==> config.mk <==
export PLATFORM = sky130hd
export DESIGN_NAME = axi_interconnect_default_slave
export DESIGN_NICKNAME = d
export VERILOG_FILES = /design/src/rtl/axi_interconnect_default_slave.sv
export SDC_FILE = /design/constraint.sdc
export NUM_CORES = 1
export LEC_CHECK = 0
export ABC_AREA = 1
export CORE_ASPECT_RATIO = 0.8
export CORE_UTILIZATION = 28
export DETAILED_ROUTE_END_ITERATION = 8
export GPL_ROUTABILITY_DRIVEN = 0
export MAX_ROUTING_LAYER = met4
export PLACE_DENSITY = 0.9
export SETUP_SLACK_MARGIN = 0.3
export SLEW_MARGIN = 20
export SYNTH_ARGS = -nofsm -noshare
export SYNTH_HDL_FRONTEND = slang
export SYNTH_SLANG_ARGS = --single-unit
==> constraint.sdc <==
create_clock -name clk_sys -period 3.76 [get_ports clk_sys]
set_clock_uncertainty 0.15 [all_clocks]
set_input_delay 0.376 -clock clk_sys [delete_from_list [all_inputs] [get_ports clk_sys]]
set_output_delay 0.376 -clock clk_sys [all_outputs]
set_load 0.02 [all_outputs]
==> src/rtl/axi_interconnect_default_slave.sv <==
// Default slave for the crossbar's spare master port. Accepts any request
// routed to an unmapped address, swallows the whole transaction and answers
// with DECERR: one B response for writes, LEN+1 R beats for reads.
// Only one transaction is in flight at a time.
//
// state    | meaning
// ---------+------------------------------------------------------------
// ST_IDLE  | waiting for an address; s_addr_ready high
// ST_WDATA | write only: discarding W beats until wlast is accepted
// ST_RESP  | driving DECERR responses until the last one is accepted
module axi_interconnect_default_slave #(
    parameter int MODE_READ      = 1,
    parameter int WIDTH_ADDR     = 32,
    parameter int WIDTH_ID       = 4,
    parameter int WIDTH_ADDRINFO = 64,
    parameter int WIDTH_DATAINFO = 48,
    parameter int WIDTH_RESPINFO = 48,
    parameter int U_DLY          = 1
) (
    input  logic                      clk_sys,
    input  logic                      rst_n,
    input  logic [WIDTH_ADDRINFO-1:0] s_addr_info,
    input  logic                      s_addr_valid,
    output logic                      s_addr_ready,
    input  logic [WIDTH_DATAINFO-1:0] s_wdata_info,
    input  logic                      s_wdata_valid,
    output logic                      s_wdata_ready,
    output logic [WIDTH_RESPINFO-1:0] s_resp_info,
    output logic                      s_resp_valid,
    input  logic                      s_resp_ready
);

    localparam bit IS_READ = (MODE_READ != 0);

    typedef enum logic [1:0] {
        ST_IDLE  = 2'd0,
        ST_WDATA = 2'd1,
        ST_RESP  = 2'd2
    } state_t;

    if (WIDTH_ADDRINFO < WIDTH_ADDR + 8 + WIDTH_ID) begin : g_chk_addrinfo
        $error("WIDTH_ADDRINFO too small for addr/len/id fields");
    end
    if (WIDTH_RESPINFO < 3 + WIDTH_ID) begin : g_chk_respinfo
        $error("WIDTH_RESPINFO too small for resp/last/id fields");
    end

    state_t              state_q;
    state_t              state_nxt;
    logic [7:0]          cnt_q;
    logic [7:0]          cnt_nxt;
    logic [WIDTH_ID-1:0] id_q;
    logic [WIDTH_ID-1:0] id_nxt;
    logic                last_q;
    logic                last_nxt;
    logic [1:0]          resp_q;

    logic [7:0]          addr_len;
    logic [WIDTH_ID-1:0] addr_id;
    logic                wlast;

    assign addr_len = s_addr_info[WIDTH_ADDR +: 8];
    assign addr_id  = s_addr_info[WIDTH_ADDR + 8 +: WIDTH_ID];
    assign wlast    = s_wdata_info[WIDTH_DATAINFO-1];

    // Address, payload and the simulation-delay parameter are not consumed.
    logic unused_inputs;
    assign unused_inputs = ^{s_addr_info, s_wdata_info, s_wdata_valid, (U_DLY != 0)};

    // Next-state, beat counter and latched-ID decode.
    always_comb begin
        state_nxt = state_q;
        cnt_nxt   = cnt_q;
        id_nxt    = id_q;
        case (state_q)
            ST_IDLE: begin
                if (s_addr_valid && s_addr_ready) begin
                    id_nxt    = addr_id;
                    cnt_nxt   = addr_len;
                    state_nxt = IS_READ ? ST_RESP : ST_WDATA;
                end
            end
            ST_WDATA: begin
                if (s_wdata_valid && s_wdata_ready && wlast) begin
                    state_nxt = ST_RESP;
                end
            end
            ST_RESP: begin
                if (s_resp_valid && s_resp_ready) begin
                    if (!IS_READ || cnt_q == 8'd0) begin
                        state_nxt = ST_IDLE;
                    end else begin
                        cnt_nxt = cnt_q - 8'd1;
                    end
                end
            end
            default: state_nxt = ST_IDLE;
        endcase
        // A write has a single B beat, so it is always the last one.
        last_nxt = IS_READ ? (cnt_nxt == 8'd0) : 1'b1;
    end

    // State register plus registered handshake and response outputs.
    always_ff @(posedge clk_sys or negedge rst_n) begin
        if (!rst_n) begin
            state_q       <= ST_IDLE;
            cnt_q         <= 8'd0;
            id_q          <= '0;
            last_q        <= 1'b0;
            resp_q        <= 2'b00;
            s_addr_ready  <= 1'b0;
            s_wdata_ready <= 1'b0;
            s_resp_valid  <= 1'b0;
        end else begin
            state_q       <= state_nxt;
            cnt_q         <= cnt_nxt;
            id_q          <= id_nxt;
            last_q        <= (state_nxt == ST_RESP) && last_nxt;
            resp_q        <= (state_nxt == ST_RESP) ? 2'b11 : 2'b00;
            s_addr_ready  <= (state_nxt == ST_IDLE);
            s_wdata_ready <= !IS_READ && (state_nxt == ST_WDATA);
            s_resp_valid  <= (state_nxt == ST_RESP);
        end
    end

    // Pack the flopped fields into the response bus; upper bits stay zero.
    always_comb begin
        s_resp_info                 = '0;
        s_resp_info[1:0]            = resp_q;
        s_resp_info[2]              = last_q;
        s_resp_info[3 +: WIDTH_ID]  = id_q;
    end

endmodule
# Yosys cells after proc, flatten, opt, wreduce, memory -nomap -nowiden
# Index checks and enable logic that the tools add are counted.
[totals]
wordCells = 28
reg_bits = 19
inputBits = 117
[classes]
reduce_logical = 8
n_addsub = 1
n_eq_ne = 3
n_mux = 9
[ops]
columns = ["op", "n"]
rows = [
  ["$mux W8", 3],
  ["$logic_not A8 Y1", 2],
  ["$pmux W8 S2", 1],
  ["$mux W2", 4],
  ["$sub A8 B1 Y8 const B", 1],
  ["$pmux W2 S3", 1],
  ["$eq A2 B2 Y1 const B", 2],
  ["$logic_not A2 Y1", 2],
  ["$logic_and A1 B1 Y1", 3],
  ["$eq A2 B1 Y1 const B", 1],
  ["$reduce_and A2 Y1", 1],
]

# Depth between registers and ports, before layout
[depth]
ltp_word = 6
mapped_depth = 12
depth_no_buf = 12

# Worst setup path after synthesis
# Ideal clock, no wire load.
[synth_path]
path_kind = "reg2reg"
startpoint = "register cnt_q[0]"
endpoint = "register last_q"
setup_slack_ns = 2.158
setup_time_ns = 0.071
arrival_ns = 1.381
path_stages_with_launch = 13
path_cell_list = "dfrtp_1 > inv_1 > ha_1 > inv_1 > nor2_2 > nand3_1 > nand2_1 > nand2_1 > nand2_1 > nand2_1 > nor2_1 > nand3_1 > nor2_1"
[synth_via]
elab_chain_len = 6
word_cells_on_any_way = 12
[synth_lines]
columns = ["element", "line", "text"]
rows = [
  ["start, declared", "50", "logic [7:0] cnt_q;"],
  ["start signal, assigned", "116", "cnt_q <= cnt_nxt;"],
  ["$sub A8 B1 Y8 / $logic_not A8 Y1 (equally long branches)", "93, 90", ""],
  ["$mux W8 / $mux W2 (equally long branches)", "90", "if (!IS_READ || cnt_q == 8'd0) begin"],
  ["$mux W8 / $mux W2 (equally long branches)", "89", "if (s_resp_valid && s_resp_ready) begin"],
  ["$pmux W8 S2 / $pmux W2 S3 (equally long branches)", "75", "case (state_q)"],
  ["$logic_not A8 Y1 / $eq A2 B2 Y1 (equally long branches)", "100, 118", ""],
  ["$logic_and A1 B1 Y1 *", "118", "last_q <= (state_nxt == ST_RESP) && last_nxt;"],
  ["end signal, assigned", "118", ""],
  ["end, declared", "54", "logic last_q;"],
]
# Mark *: on every way between the ends. The rest lies on a longest branch, timed or not.
# A chain may end at the register's enable or synchronous reset.

# Worst setup path in the final report
[layout_path]
startpoint = "input port s_addr_valid"
endpoint = "register last_q"
[layout_via]
elab_chain_len = 5
word_cells_on_any_way = 8
[layout_lines]
columns = ["element", "line", "text"]
rows = [
  ["start, declared", "23", "input logic s_addr_valid,"],
  ["$logic_and A1 B1 Y1", "77", "if (s_addr_valid && s_addr_ready) begin"],
  ["$mux W8", "77", ""],
  ["$pmux W8 S2", "75", ""],
  ["via cnt_nxt[2]", "51", "logic [7:0] cnt_nxt;"],
  ["$logic_not A8 Y1", "100", "last_nxt = IS_READ ? (cnt_nxt == 8'd0) : 1'b1;"],
  ["$logic_and A1 B1 Y1", "118", ""],
]
# The timed path passes the listed nets, and every way through them passes these cells.

==> results.md <==
* Status: complete, no violations
* CTS sink count at 17
* Max Fclk at 514.3 MHz
* TNS Setup at 0 ns
* Yosys cell types at 21
* Synthesized area at 0.001364 mm2
* Post-cts resize count at 0
* Multi-input gate area at 660.6 um2
* Pint at 572.4 uW
* NumNets Final at 337
* Die X at 80.03 um
* Largest net degree at the start of global routing at 18
* Setup slack, reg-to-reg at 1.93 ns
* Total die area at 0.005156 mm2
* Switching share of power at 48.60%
* # hold bufs at CTS at 0
* R2R depth at 12
* Wirelength per Cell at 8.978 um
* H-tree depth at 1
* Hold path depth at 2
* First-pass iteration count of the detailed router at 4
* HP Start: id_q[0]
* Vias at 1,100
* Clock buffer depth at 2
* Root Driver: clkbuf_8
* Register area share after synthesis at 31.19%
* Worst Setup Path Type: input port to flop
* Core ar. at 0.004624 mm2
* Ant diodes at 0
* Vias/cell at 3.971
* Total grt overflow at 0
* Initial Utilization at 29.49%
* Pwr dens at 722.4 mW/mm2
* Yosys reg bits at 17
* Global-route wire length before repair at 4146 um
* Port Buf Inserts at 24
* Clock latency on the worst-skew pair at 0.25 ns
* DIE HEIGHT at 64.42 um
* Tot Pwr at 1114 uW
* Commonest non-fill, non-tap cells in the layout: nand2_1 (49), conb_1 (42), clkdlybuf4s50_1 (24), inv_1 (23), nor2_1 (20)
* CTS tree: done
* Post-route ant nets at 0
* Clk pwr share at 12.1%
* Hold endpoint: id_q[0]
* Ports at 168
* Final HPWL DP at 2043 um
* Lkg Pwr at 0.0008420 uW
* R2R Path End: last_q
* GR Util All Layers at 10.55%
* Num CTS Buffers at 3
* Final period util at 51.71%
* Max Slew Vio Count at 0
* RSZ-0062 raised after global routing: no
* Max-slew headroom at 49.86%
* Tmin final at 1.944 ns
* Postcts setup bufs at 0
* Combinational share of power at 57.9%
* DRC viols at 0
* Max-Cap Viols at 0
* CP Launch Type: input port
* Final setup vio count at 0
* Hold_ws at 0.3273 ns
* Num rows at 22
* Flop pwr share at 30.0%
* Worst Hold Class: flop to flop
* Fin cells at 277
* Reg clk slew, reported paths at 0.06 ns
* WP data arrival at 1.95 ns
* Commonest non-fill, non-tap cell in the layout: nand2_1
* Worst vdd ir at 0.4347 mV
* Drt total wl at 2487 um
* Worst Tran Pin Value at 0.7497 ns
* Seq. cell area at 425.4 um2
* Data required time of the worst path at 3.76 ns
* Vias in the first global route at 973
* Synth warn at 0
* Crit-path max FO at 8
* Worst r2r src: cnt_q[0]
* Share of layout cells above drive strength 1 at 5.991%
* Syn Area/Cell at 7.066 um2
* 1st-iter DRT viols at 42
* Area grow syn2layout at 13.03%
* Setup crit end kind: flop
* Switching power at 541.2 uW
* Fillers at 500
* Antenna violations before repair at 0
* Final Hold Vio Count at 0
* Post-Syn Instances at 193
* Placed cell count at 273
cells by family after synthesis:
family	Yosys count	synth area share [%]
simple gates	89	27.61
buf+inv	70	31.65
flops	17	31.19
compound gates	13	6.789
fa+ha+maj	2	1.835
xor+xnor	1	0.6423
other cells	1	0.2750
flip-flops by register name, summed over array words and instances (netlist names):
signal	count
resp_q	1
state_q	2
cnt_q	8
id_q	4
s_addr_ready	1
last_q	1
worst max-delay path by stage:
stage	startpoint	endpoint	slack [ns]
floorplan	cnt_q[0]	last_q	2.16
global placement	s_addr_valid	last_q	1.57
detailed placement	s_addr_valid	last_q	1.54
CTS	s_addr_valid	last_q	1.80
global route	s_addr_valid	last_q	1.66
finish	s_addr_valid	last_q	1.82
power by group through the flow:
| stage | Clock [uW] | Sequential, uW | Combinational, uW |
|---|---|---|---|
| final | 135 | 334 | 645 |
| after global routing | 147 | 346 | 728 |
| after CTS | 139 | 332 | 648 |
| after global placement | 0 | 330 | 626 |
| after detailed placement | 0 | 334 | 645 |
| after floorplan | 0 | 357 | 468 |
worst max-delay path, cell delays in order:
cell	delay, ns
clkdlybuf4s50_1	0.41
nand2_2	0.18
inv_1	0.05
o21ai_0	0.46
a22oi_1	0.14
nand2_1	0.13
nor2_1	0.05
nand3_1	0.09
nor2_1	0.04
layer usage:
layer  part of all wire (%)  vias to the layer above  global-route usage, %
li1                       -                      555                      -
met5                      0                        -                      -
met2                     46                       47                  17.20
met4                    1.4                        0                  4.241
met3                    5.5                        3                  1.408
met1                     47                      495                  13.25
through the flow:
| step | util [%] | area (um2) | setup slack (ns) |
|---|---|---|---|
| global placement | 32.33 | 1495 | 1.570 |
| detailed placement | 32.33 | 1495 | 1.541 |
| floorplan | - | 1518 | 2.158 |
| CTS | 33.33 | 1541 | 1.803 |
| finish | 33.33 | 1541 | 1.816 |
| global route | 33.33 | 1541 | 1.660 |
synthesized netlist by cell type:
master	n	area, um2
nand2_1	49	183.9
buf_4	45	337.8
inv_1	23	86.33
nor2_1	20	75.07
dfrtp_1	17	425.4
nand3_1	13	65.06
a22oi_1	4	30.03
o21ai_0	4	20.02
a211oi_1	3	22.52
ha_1	2	25.02
inv_2	2	7.510
nor2_2	2	12.51
a21boi_2	1	11.26
conb_1	1	3.750
nand2_2	1	6.260
nand2_4	1	11.26
nand4_1	1	6.260
nor2_4	1	11.26
nor3_1	1	5.000
o21ai_2	1	8.760
xor2_1	1	8.760
area by class of cell:
type / count / share of cell area (%)
Multi-Input combinational cell: 147 / 42.86
Sequential cell: 17 / 27.60
Timing Repair Buffer: 24 / 15.58
Inverter: 25 / 6.088
Tap cell: 60 / 4.870
Clock buffer: 3 / 2.679
Clock inverter: 1 / 0.3247
Note: power is estimated with default switching activity, not from simulation.
